### src/rtl/cheby_pkg.sv
// Shared constants for the BF16 exp-evaluator requester: FSM encodings, data width, BF16 literals.
package cheby_pkg;
  localparam int CHEBY_W = 16;

  localparam logic [15:0] BF16_ONE  = 16'h3F80;
  localparam logic [15:0] BF16_ZERO = 16'h0000;

  localparam logic [1:0] ST_IDLE  = 2'd0;
  localparam logic [1:0] ST_RUN   = 2'd1;
  localparam logic [1:0] ST_DRAIN = 2'd2;
  localparam logic [1:0] ST_DONE  = 2'd3;
endpackage

### src/rtl/cheby_fifo.sv
// Synchronous FIFO, W x DEPTH (DEPTH power of 2). Head is read straight from storage,
// so a push becomes visible on pop_data/empty one cycle later.
module cheby_fifo #(
  parameter int W     = 16,
  parameter int DEPTH = 4
) (
  input  logic                     clk,
  input  logic                     rst,
  input  logic                     flush,
  input  logic                     push,
  input  logic [W-1:0]             push_data,
  input  logic                     pop,
  output logic [W-1:0]             pop_data,
  output logic                     full,
  output logic                     empty,
  output logic [$clog2(DEPTH):0]   count
);
  localparam int AW = $clog2(DEPTH);
  localparam logic [AW:0] DEPTH_C = (AW+1)'(DEPTH);

  logic [W-1:0]  mem [DEPTH];
  logic [AW-1:0] wptr, rptr;
  logic [AW:0]   cnt;
  logic          do_push, do_pop;

  // push while full is legal only alongside a pop that frees the slot
  assign do_pop  = pop && !empty;
  assign do_push = push && (!full || pop);

  always_ff @(posedge clk) begin
    if (rst || flush) begin
      wptr <= '0;
      rptr <= '0;
      cnt  <= '0;
    end else begin
      if (do_push) wptr <= wptr + 1'b1;
      if (do_pop)  rptr <= rptr + 1'b1;
      case ({do_push, do_pop})
        2'b10:   cnt <= cnt + 1'b1;
        2'b01:   cnt <= cnt - 1'b1;
        default: ;
      endcase
    end
  end

  always_ff @(posedge clk) begin
    if (do_push) mem[wptr] <= push_data;
  end

  assign pop_data = mem[rptr];
  assign full     = (cnt == DEPTH_C);
  assign empty    = (cnt == '0);
  assign count    = cnt;
endmodule

### src/rtl/cheby_bf16_requester.sv
// Requester between host operand/result streams and one BF16 exp evaluator, in-order, credit-based.
// Optional watchdog on evaluator replies is built when CHEBY_REQ_TIMEOUT_EN is defined.
import cheby_pkg::*;

module cheby_bf16_requester #(
  parameter int W       = CHEBY_W,
  parameter int DEPTH   = 4,
  parameter int MAX_OUT = 1,
  parameter int LEN_W   = 16,
  parameter int TMO     = 1024
) (
  input  logic             clk,
  input  logic             rst,
  input  logic             job_start,
  input  logic [LEN_W-1:0] job_len,
  output logic             busy,
  output logic             done,
  output logic             err,
  input  logic             op_valid,
  output logic             op_ready,
  input  logic [W-1:0]     op_data,
  output logic             res_valid,
  input  logic             res_ready,
  output logic [W-1:0]     res_data,
  output logic             ev_in_valid,
  input  logic             ev_in_ready,
  output logic [W-1:0]     ev_in_data,
  input  logic             ev_out_valid,
  output logic             ev_out_ready,
  input  logic [W-1:0]     ev_out_data
);
  localparam int CW = $clog2(DEPTH) + 1;
  localparam logic [CW-1:0] MAX_C   = CW'(MAX_OUT);
  localparam logic [CW:0]   DEPTH_C = (CW+1)'(DEPTH);

  logic [1:0]       state;
  logic [LEN_W-1:0] len_q, accepted, issued, returned;
  logic [CW-1:0]    outstanding, res_count, op_count;
  logic [CW:0]      credit_sum;
  logic             op_full, op_empty, res_full, res_empty;
  logic             op_push, issue, ret, res_pop, last_issue, wd_trip;

  assign op_push = op_valid && op_ready;
  assign issue   = ev_in_valid && ev_in_ready;
  assign ret     = ev_out_valid && ev_out_ready;
  assign res_pop = res_valid && res_ready;

  cheby_fifo #(.W(W), .DEPTH(DEPTH)) u_op_fifo (
    .clk(clk), .rst(rst), .flush(wd_trip),
    .push(op_push), .push_data(op_data),
    .pop(issue), .pop_data(ev_in_data),
    .full(op_full), .empty(op_empty), .count(op_count)
  );

  cheby_fifo #(.W(W), .DEPTH(DEPTH)) u_res_fifo (
    .clk(clk), .rst(rst), .flush(1'b0),
    .push(ret), .push_data(ev_out_data),
    .pop(res_pop), .pop_data(res_data),
    .full(res_full), .empty(res_empty), .count(res_count)
  );

  logic op_count_unused;
  assign op_count_unused = ^op_count;

  // every request in flight owns a result slot, so a return can never be refused
  assign credit_sum   = {1'b0, outstanding} + {1'b0, res_count};
  assign busy         = (state != ST_IDLE);
  assign done         = (state == ST_DONE);
  assign op_ready     = (state == ST_RUN) && !op_full && (accepted < len_q);
  assign ev_in_valid  = (state == ST_RUN) && !op_empty && (outstanding < MAX_C) &&
                        (credit_sum < DEPTH_C);
  assign ev_out_ready = busy && !res_full;
  assign res_valid    = !res_empty;
  assign last_issue   = (issued == len_q) || (issue && (issued + 1'b1 == len_q));

  always_ff @(posedge clk) begin
    if (rst) begin
      state       <= ST_IDLE;
      len_q       <= '0;
      accepted    <= '0;
      issued      <= '0;
      returned    <= '0;
      outstanding <= '0;
    end else begin
      if (op_push) accepted <= accepted + 1'b1;
      if (issue)   issued   <= issued + 1'b1;
      if (ret)     returned <= returned + 1'b1;
      case ({issue, ret})
        2'b10:   outstanding <= outstanding + 1'b1;
        2'b01:   outstanding <= outstanding - 1'b1;
        default: ;
      endcase

      case (state)
        ST_IDLE: if (job_start) begin
          len_q    <= job_len;
          accepted <= '0;
          issued   <= '0;
          returned <= '0;
          state    <= (job_len == '0) ? ST_DONE : ST_RUN;
        end
        ST_RUN:   if (last_issue) state <= ST_DRAIN;
        ST_DRAIN: if (returned == len_q) state <= ST_DONE;
        default:  state <= ST_IDLE;
      endcase

      // an evaluator that stops answering aborts the job
      if (wd_trip) begin
        state       <= ST_DONE;
        outstanding <= '0;
      end
    end
  end

`ifdef CHEBY_REQ_TIMEOUT_EN
  localparam int TW = $clog2(TMO + 1);
  localparam logic [TW-1:0] TMO_LAST = TW'(TMO - 1);

  logic [TW-1:0] wd_cnt;
  logic          err_q;

  assign wd_trip = (outstanding != '0) && !ret && (wd_cnt == TMO_LAST);
  assign err     = err_q;

  always_ff @(posedge clk) begin
    if (rst) begin
      wd_cnt <= '0;
      err_q  <= 1'b0;
    end else begin
      if (outstanding == '0 || ret || wd_trip) wd_cnt <= '0;
      else                                     wd_cnt <= wd_cnt + 1'b1;
      if (wd_trip)                               err_q <= 1'b1;
      else if (state == ST_IDLE && job_start)    err_q <= 1'b0;
    end
  end
`else
  logic tmo_unused;
  assign tmo_unused = (TMO != 0);
  assign wd_trip    = 1'b0;
  assign err        = 1'b0;
`endif
endmodule

### config.mk
export PLATFORM = sky130hd
export DESIGN_NAME = cheby_bf16_requester
export DESIGN_NICKNAME = d
export VERILOG_FILES = /design/src/rtl/cheby_pkg.sv /design/src/rtl/cheby_fifo.sv /design/src/rtl/cheby_bf16_requester.sv
export SDC_FILE = /design/constraint.sdc
export NUM_CORES = 1
export LEC_CHECK = 0
export CAP_MARGIN = 40
export CORE_MARGIN = 10
export CORE_UTILIZATION = 55
export DETAILED_ROUTE_END_ITERATION = 8
export PLACE_DENSITY_LB_ADDON = 0.1
export SLEW_MARGIN = 40
export SYNTH_ARGS = -nofsm -noshare
export SYNTH_HDL_FRONTEND = slang
export SYNTH_SLANG_ARGS = --single-unit
### constraint.sdc
create_clock -name clk -period 4 [get_ports clk]
set_input_delay 0.6 -clock clk [delete_from_list [all_inputs] [get_ports clk]]
set_output_delay 0.6 -clock clk [all_outputs]
set_load 0.05 [all_outputs]
* Word-level counts from Yosys, hierarchy flattened
Memories as Yosys holds them, arrays and structs flattened. A register that Yosys moved wholly into a read port is not among the register bits. Index checks and enable logic that the tools add are counted.
Cells by class: add/sub/neg operators 14, magnitude comparators 3, equal/unequal tests 17, mux-type cells 25, reduce and logical (&&, ||, !) cells 32
Operators with widths (count):
- $mux 16 | 9
- $add 16x1->16 const B | 3
- $eq 16x16->1 | 3
- $pmux 3 s2 | 3
- $logic_not 16->1 | 1
- $lt 16x16->1 | 1
- $mux 2 | 8
- $logic_and 1x1->1 | 15
- $eq 2x2->1 const B | 5
- $add 3x1->3 const B | 3
- $sub 3x1->3 const B | 3
- $add 2x1->2 const B | 4
- $eq 2x1->1 const B | 4
- $reduce_bool 2->1 | 4
- $eq 3x3->1 const B | 2
- $logic_not 3->1 | 2
- $ne 2x2->1 const B | 3
- $pmux 2 s3 | 1
- $add 3x3->4 | 1
- $logic_not 1->1 | 4
- $lt 4x3->1 const B | 1
- $mux 1 | 4
- $logic_or 1x1->1 | 3
- $lt 3x1->1 const B | 1
- other kinds (3) | 3
Word-level totals: bits in registers 83, RAM bits 128, input bits 55, output and inout port bits 39, memories kept 2
Memory list:
- u_op_fifo.mem | words 4, bits a word 16, rd ports 1, clocked after memory_dff 1, wr ports 1, line cheby_fifo.sv:21 | logic [W-1:0] mem [DEPTH];
- u_res_fifo.mem | words 4, bits a word 16, rd ports 1, clocked after memory_dff 1, wr ports 1, line cheby_fifo.sv:21

* Depth between registers and ports, before layout
depth in word-level cells 10, gate-level depth with buffers 16, depth with buffers taken out 14

* By module
From an unflattened synthesis, not the netlist that was laid out.
Second synthesis, totals: cell total of the unflattened synthesis 813, area, all modules 9935.8 um^2
Modules (own cells, without submodules):
- cheby_fifo | instances 2, cells an instance 140, area each 2801.4 um^2, seq. area each 2102.0 um^2
- cheby_bf16_requester | instances 1, cells an instance 533, area each 4332.9 um^2, seq. area each 1381.3 um^2

* Least setup slack after synthesis
No wires, ideal clock.
kind register to register, from register outstanding[2], to register u_op_fifo.cnt[2], in the netlist u_op_fifo.count[2], library setup time 0.071 ns, data arrival time 3.532 ns, required time 3.929 ns, path slack 0.398 ns, stages on the path, launching flop included 13, period minus slack after synthesis 3.602 ns, path through dfxtp_1 > ha_1 > or4_4 > nor4b_4 > nand2_4 > clkinv_4 > clkbuf_1 > ha_1 > inv_1 > fa_1 > xor2_1 > or3_1 > a21oi_1
On the way: elaborated cells on any way between the ends 13
RTL lines:
- start: declaration | line cheby_bf16_requester.sv:38 | logic [CW-1:0] outstanding, res_count, op_count;
- start signal: assignment | line cheby_bf16_requester.sv:89 | 2'b10: outstanding <= outstanding + 1'b1;
- start signal: assignment | line cheby_bf16_requester.sv:90 | 2'b01: outstanding <= outstanding - 1'b1;
- $add 3x3->4 or $lt 3x1->1 (tied branches) | line cheby_bf16_requester.sv:66, cheby_bf16_requester.sv:70
- $lt 4x3->1 or $logic_and 1x1->1 (tied branches) | line cheby_bf16_requester.sv:71, cheby_bf16_requester.sv:70
- $logic_and 1x1->1 * | line cheby_bf16_requester.sv:70 | assign ev_in_valid = (state == ST_RUN) && !op_empty && (outstanding < MAX_C) &&
- net ev_in_valid | line cheby_bf16_requester.sv:25 | output logic ev_in_valid,
- $logic_and 1x1->1 * | line cheby_bf16_requester.sv:44 | assign issue = ev_in_valid && ev_in_ready;
- $logic_and 1x1->1 * | line cheby_fifo.sv:27 | assign do_pop = pop && !empty;
- net u_op_fifo.do_pop | line cheby_fifo.sv:24 | logic do_push, do_pop;
- $eq 2x1->1 or $eq 2x2->1 (tied branches) | line cheby_fifo.sv:38 | case ({do_push, do_pop})
- $pmux 3 s2 or $reduce_bool 2->1 (tied branches)
- end signal: assignment | line cheby_fifo.sv:39 | 2'b10: cnt <= cnt + 1'b1;
- end signal: assignment | line cheby_fifo.sv:40 | 2'b01: cnt <= cnt - 1'b1;
- end: declaration | line cheby_fifo.sv:23 | logic [AW:0] cnt;
The timed path passes the listed nets; every way through them passes the cells marked *. A chain may end at the register's enable or synchronous reset.

* Worst setup path in the final report
from register len_q[13], to register u_op_fifo.cnt[2], in the netlist u_op_fifo.count[2]
On the way: cells in the longest elaborated chain, start to end 6, elaborated cells on any way between the ends 8
Ends and longest elaborated chain:
- start: declaration | line cheby_bf16_requester.sv:37 | logic [LEN_W-1:0] len_q, accepted, issued, returned;
- start signal: assignment | line cheby_bf16_requester.sv:96 | len_q <= job_len;
- $lt 16x16->1 * | line cheby_bf16_requester.sv:69 | assign op_ready = (state == ST_RUN) && !op_full && (accepted < len_q);
- $logic_and 1x1->1 * | line cheby_bf16_requester.sv:69
- $logic_and 1x1->1 * | line cheby_bf16_requester.sv:43 | assign op_push = op_valid && op_ready;
- $logic_and 1x1->1 * | line cheby_fifo.sv:28 | assign do_push = push && (!full || pop);
- $eq 2x1->1 or $eq 2x2->1 (tied branches) | line cheby_fifo.sv:38
- $pmux 3 s2 or $reduce_bool 2->1 (tied branches)
Mark *: on every way between the ends. The rest lies on a longest branch, timed or not.

==> results_dict.tcl <==
set metrics [dict create \
    hold_start "outstanding[2]" \
    ir_worst_vdd_mv 0.472 \
    critPathTopFamily "simple AND/OR/NAND/NOR gates" \
    drt_iter0_markers 307 \
    cts_num_sinks 215 \
    routed_wl_um 21900 \
    drcViolationCount 0 \
    routabilityCongestion 0.921 \
    grt_overflow 0 \
    finalSetupTns_ps 0 \
    synth_warnings 0 \
    synth_flop_cell "edfxtp_1" \
    syn_inst 816 \
    clk_path_buf_depth 3 \
    yosysSeqAreaShare_pct 56.8 \
    rr_endpoint "u_op_fifo.count[2]" \
    worst_skew_pair.late_latency_ps 500 \
    ant_nets 0 \
    grt_start_max_net_pins 42 \
    n_fill_cell 1292 \
    yosys.cell_count.top_type "edfxtp_1" \
    placed_cell_area_um2 11000 \
    io-pin-count 94 \
    n_antenna_cell 0 \
    drtPass1Iterations 4 \
    core_area_um2 17400 \
    ctsHoldBuffers 0 \
    layout_min_cycle_time_ps 3530 \
    crit_arrival_ps 3950 \
    min_to "outstanding[2]" \
    design_area_um2 11600 \
    layoutNonFillerInstCount 1148 \
    syn_nets 910 \
    synth_cell_types 58 \
    dieArea_um2 23600 \
    dieWidth_um 154 \
    critical_path.max_fanout 12 \
    cts_tree "done" \
    p_per_area_nw_per_um2 550 \
    worst-path-buf-inv 4 \
    grt_usage_pct 18.3 \
    die_h_um 154 \
    rows 48 \
    numPortBuffers 92 \
    slew_violations 0 \
    final.period_utilization_pct 88.3 \
    reg2reg_setup_slack_ps 470 \
    via_per_inst 5.73 \
    r2r-start "len_q[13]" \
    area_delta_synth_final_pct 18.5 \
    drive_above_1_share_pct 9.75 \
    hold_viol_final 0 \
    grt_pass1_wl_um 35800 \
    r2r_cells 13 \
    grt_antenna_before_repair 0 \
    synth_top_area_cell "edfxtp_1" \
    required_ps 4410 \
    synthTopCellsByArea "edfxtp_1, dfxtp_1, mux4_2" \
    min_path_cells 2 \
    worst_path_largest_cell_delay_ps 630 \
    critical_path_class "flop to flop" \
    cts_buffers 23 \
    totalPowerFinal_uw 6410 \
    ctsRootBufferMaster "clkbuf_16" \
    hold_path.class "flop to flop" \
    grt_pass1_vias 6813 \
    nNetsFinal 1001 \
    setup_viol 0 \
    syn_area_per_cell_um2 12.0 \
    numPlacedInstances 1107 \
    ys_ff_latch 215 \
    timing_worst_slew_pin_value_ps 756 \
    run_status "completed" \
    holdWs_ps 505 \
    wl_per_cell_um 19.1 \
    end_kind "flop" \
    crit_path_top_delay_cell "nor3_1" \
    initial_core_util_pct 56.5 \
    htree_num_levels 1 \
    routed-via-count 6574 \
    crit_chain "inv_1, ha_1, nand4_1, nor3_1, a211oi_2, buf_4, inv_2, ha_1, inv_1, fa_1, xor2_1, or3_1, a21oi_1" \
    cp-start-kind "flop" \
    dpl.hpwl_um 16100 \
    async_flop_share_pct 0 \
    path_clk_slew_ps 60 \
    synth_edf_count 128 \
    netlist.area_leader.share_pct 39.1 \
    synthesis.area_um2 9830 \
    fmax_mhz 283 \
    clock_skew_ps 21.1 \
    drv_cap 0 \
    rsz0062_at_grt "false" \
    synth.top_cells.by_count "edfxtp_1, dfxtp_1, nand2_1" \
    p_leak_uw 0.00404 \
    timing.slew.headroom_pct 49.2 \
]
## area by class of cell
cell class                 count  area, um2  area share [%]
clock buffer                  32        619            5.32
clock inverter                 9       46.3           0.398
inverter                      41        159            1.36
multi-input combinational    523       3950            33.9
sequential                   215       5590            48.0
tap                          225        282            2.42
timing repair buffer         103       1010            8.64
## report_power, final
| part | switching [uW] | internal (uW) | total, uW |
|---|---|---|---|
| Sequential | 132 | 2530 | 2660 |
| Clock | 801 | 1080 | 1880 |
| Combinational | 1160 | 707 | 1870 |
## worst min-delay path, stage by stage, from the launching register on
cell	delay, ps
dfxtp_1	330
o21ai_0	70
a21oi_1	60
## layer usage
layer / wire length, um / vias to the layer above / share of wire (%) / GRT usage (%)
met4: 416 / 0 / 1.9 / 5.13
met5: 0 / - / 0 / 0
met3: 1100 / 37 / 5.0 / 3.71
li1: - / 3153 / - / -
met1: 9570 / 3224 / 44 / 22.9
met2: 10800 / 160 / 49 / 31.3
## cell usage in the layout, fill, tap and decap left out, drive strengths merged, types with 8 or more instances in the layout
| master | instances |
|---|---|
| a21oi | 48 |
| and2 | 10 |
| and3 | 17 |
| buf | 11 |
| clkbuf | 32 |
| clkdlybuf4s50 | 91 |
| clkinv | 8 |
| dfxtp | 87 |
| edfxtp | 128 |
| ha | 37 |
| inv | 41 |
| mux4 | 32 |
| nand2 | 73 |
| nand3 | 26 |
| nand4 | 12 |
| nor2 | 63 |
| nor4 | 8 |
| o21ai | 29 |
| or3 | 22 |
| xnor2 | 34 |
| xor2 | 47 |
## sequential cells by signal, summed over array words and instances (netlist names), 3 cells and up, named ones only
register and count:
u_op_fifo.mem 64, u_res_fifo.mem 64, accepted 16, issued 16, len_q 16, returned 16, outstanding 3, u_op_fifo.count 3
u_res_fifo.count 3
## cells by family (layout without fill, tap and decap cells)
family	after synthesis	after routing	share of synthesized area, %
flip-flops	215	215	56.8
XOR/XNOR	81	81	7.22
multiplexers	35	35	7.64
buffers and inverters	78	185	3.11
other	1	1	0.0381
AND/OR/NAND/NOR	253	253	12.9
AO/OA/AOI/OAI	114	114	7.16
adder cells (fa/ha/maj)	39	39	5.12
## worst max path at each step
stage	from	endpoint	slack, ps	cells past startpoint
after floorplan	outstanding[2]	u_op_fifo.count[2]	400	12
after CTS	len_q[13]	op_ready	210	8
after global placement	len_q[13]	u_op_fifo.count[2]	640	13
final	len_q[13]	u_op_fifo.count[2]	470	13
after detailed placement	len_q[13]	u_op_fifo.count[2]	490	13
after global routing	len_q[13]	u_op_fifo.count[2]	220	13
## repair_timing
action                                  in CTS  in global routing
endpoints found under the setup margin       0                  1
resized for setup                            0                  1
buffers inserted                             0                  0
## through the flow
step | util [%] | worst slack [ps]
after floorplan | - | 398
after global placement | 63.0 | 637
after detailed placement | 63.0 | 489
after CTS | 66.8 | 211
after global routing | 66.9 | 225
final | 66.9 | 468
(Power assumes the default switching activity.)
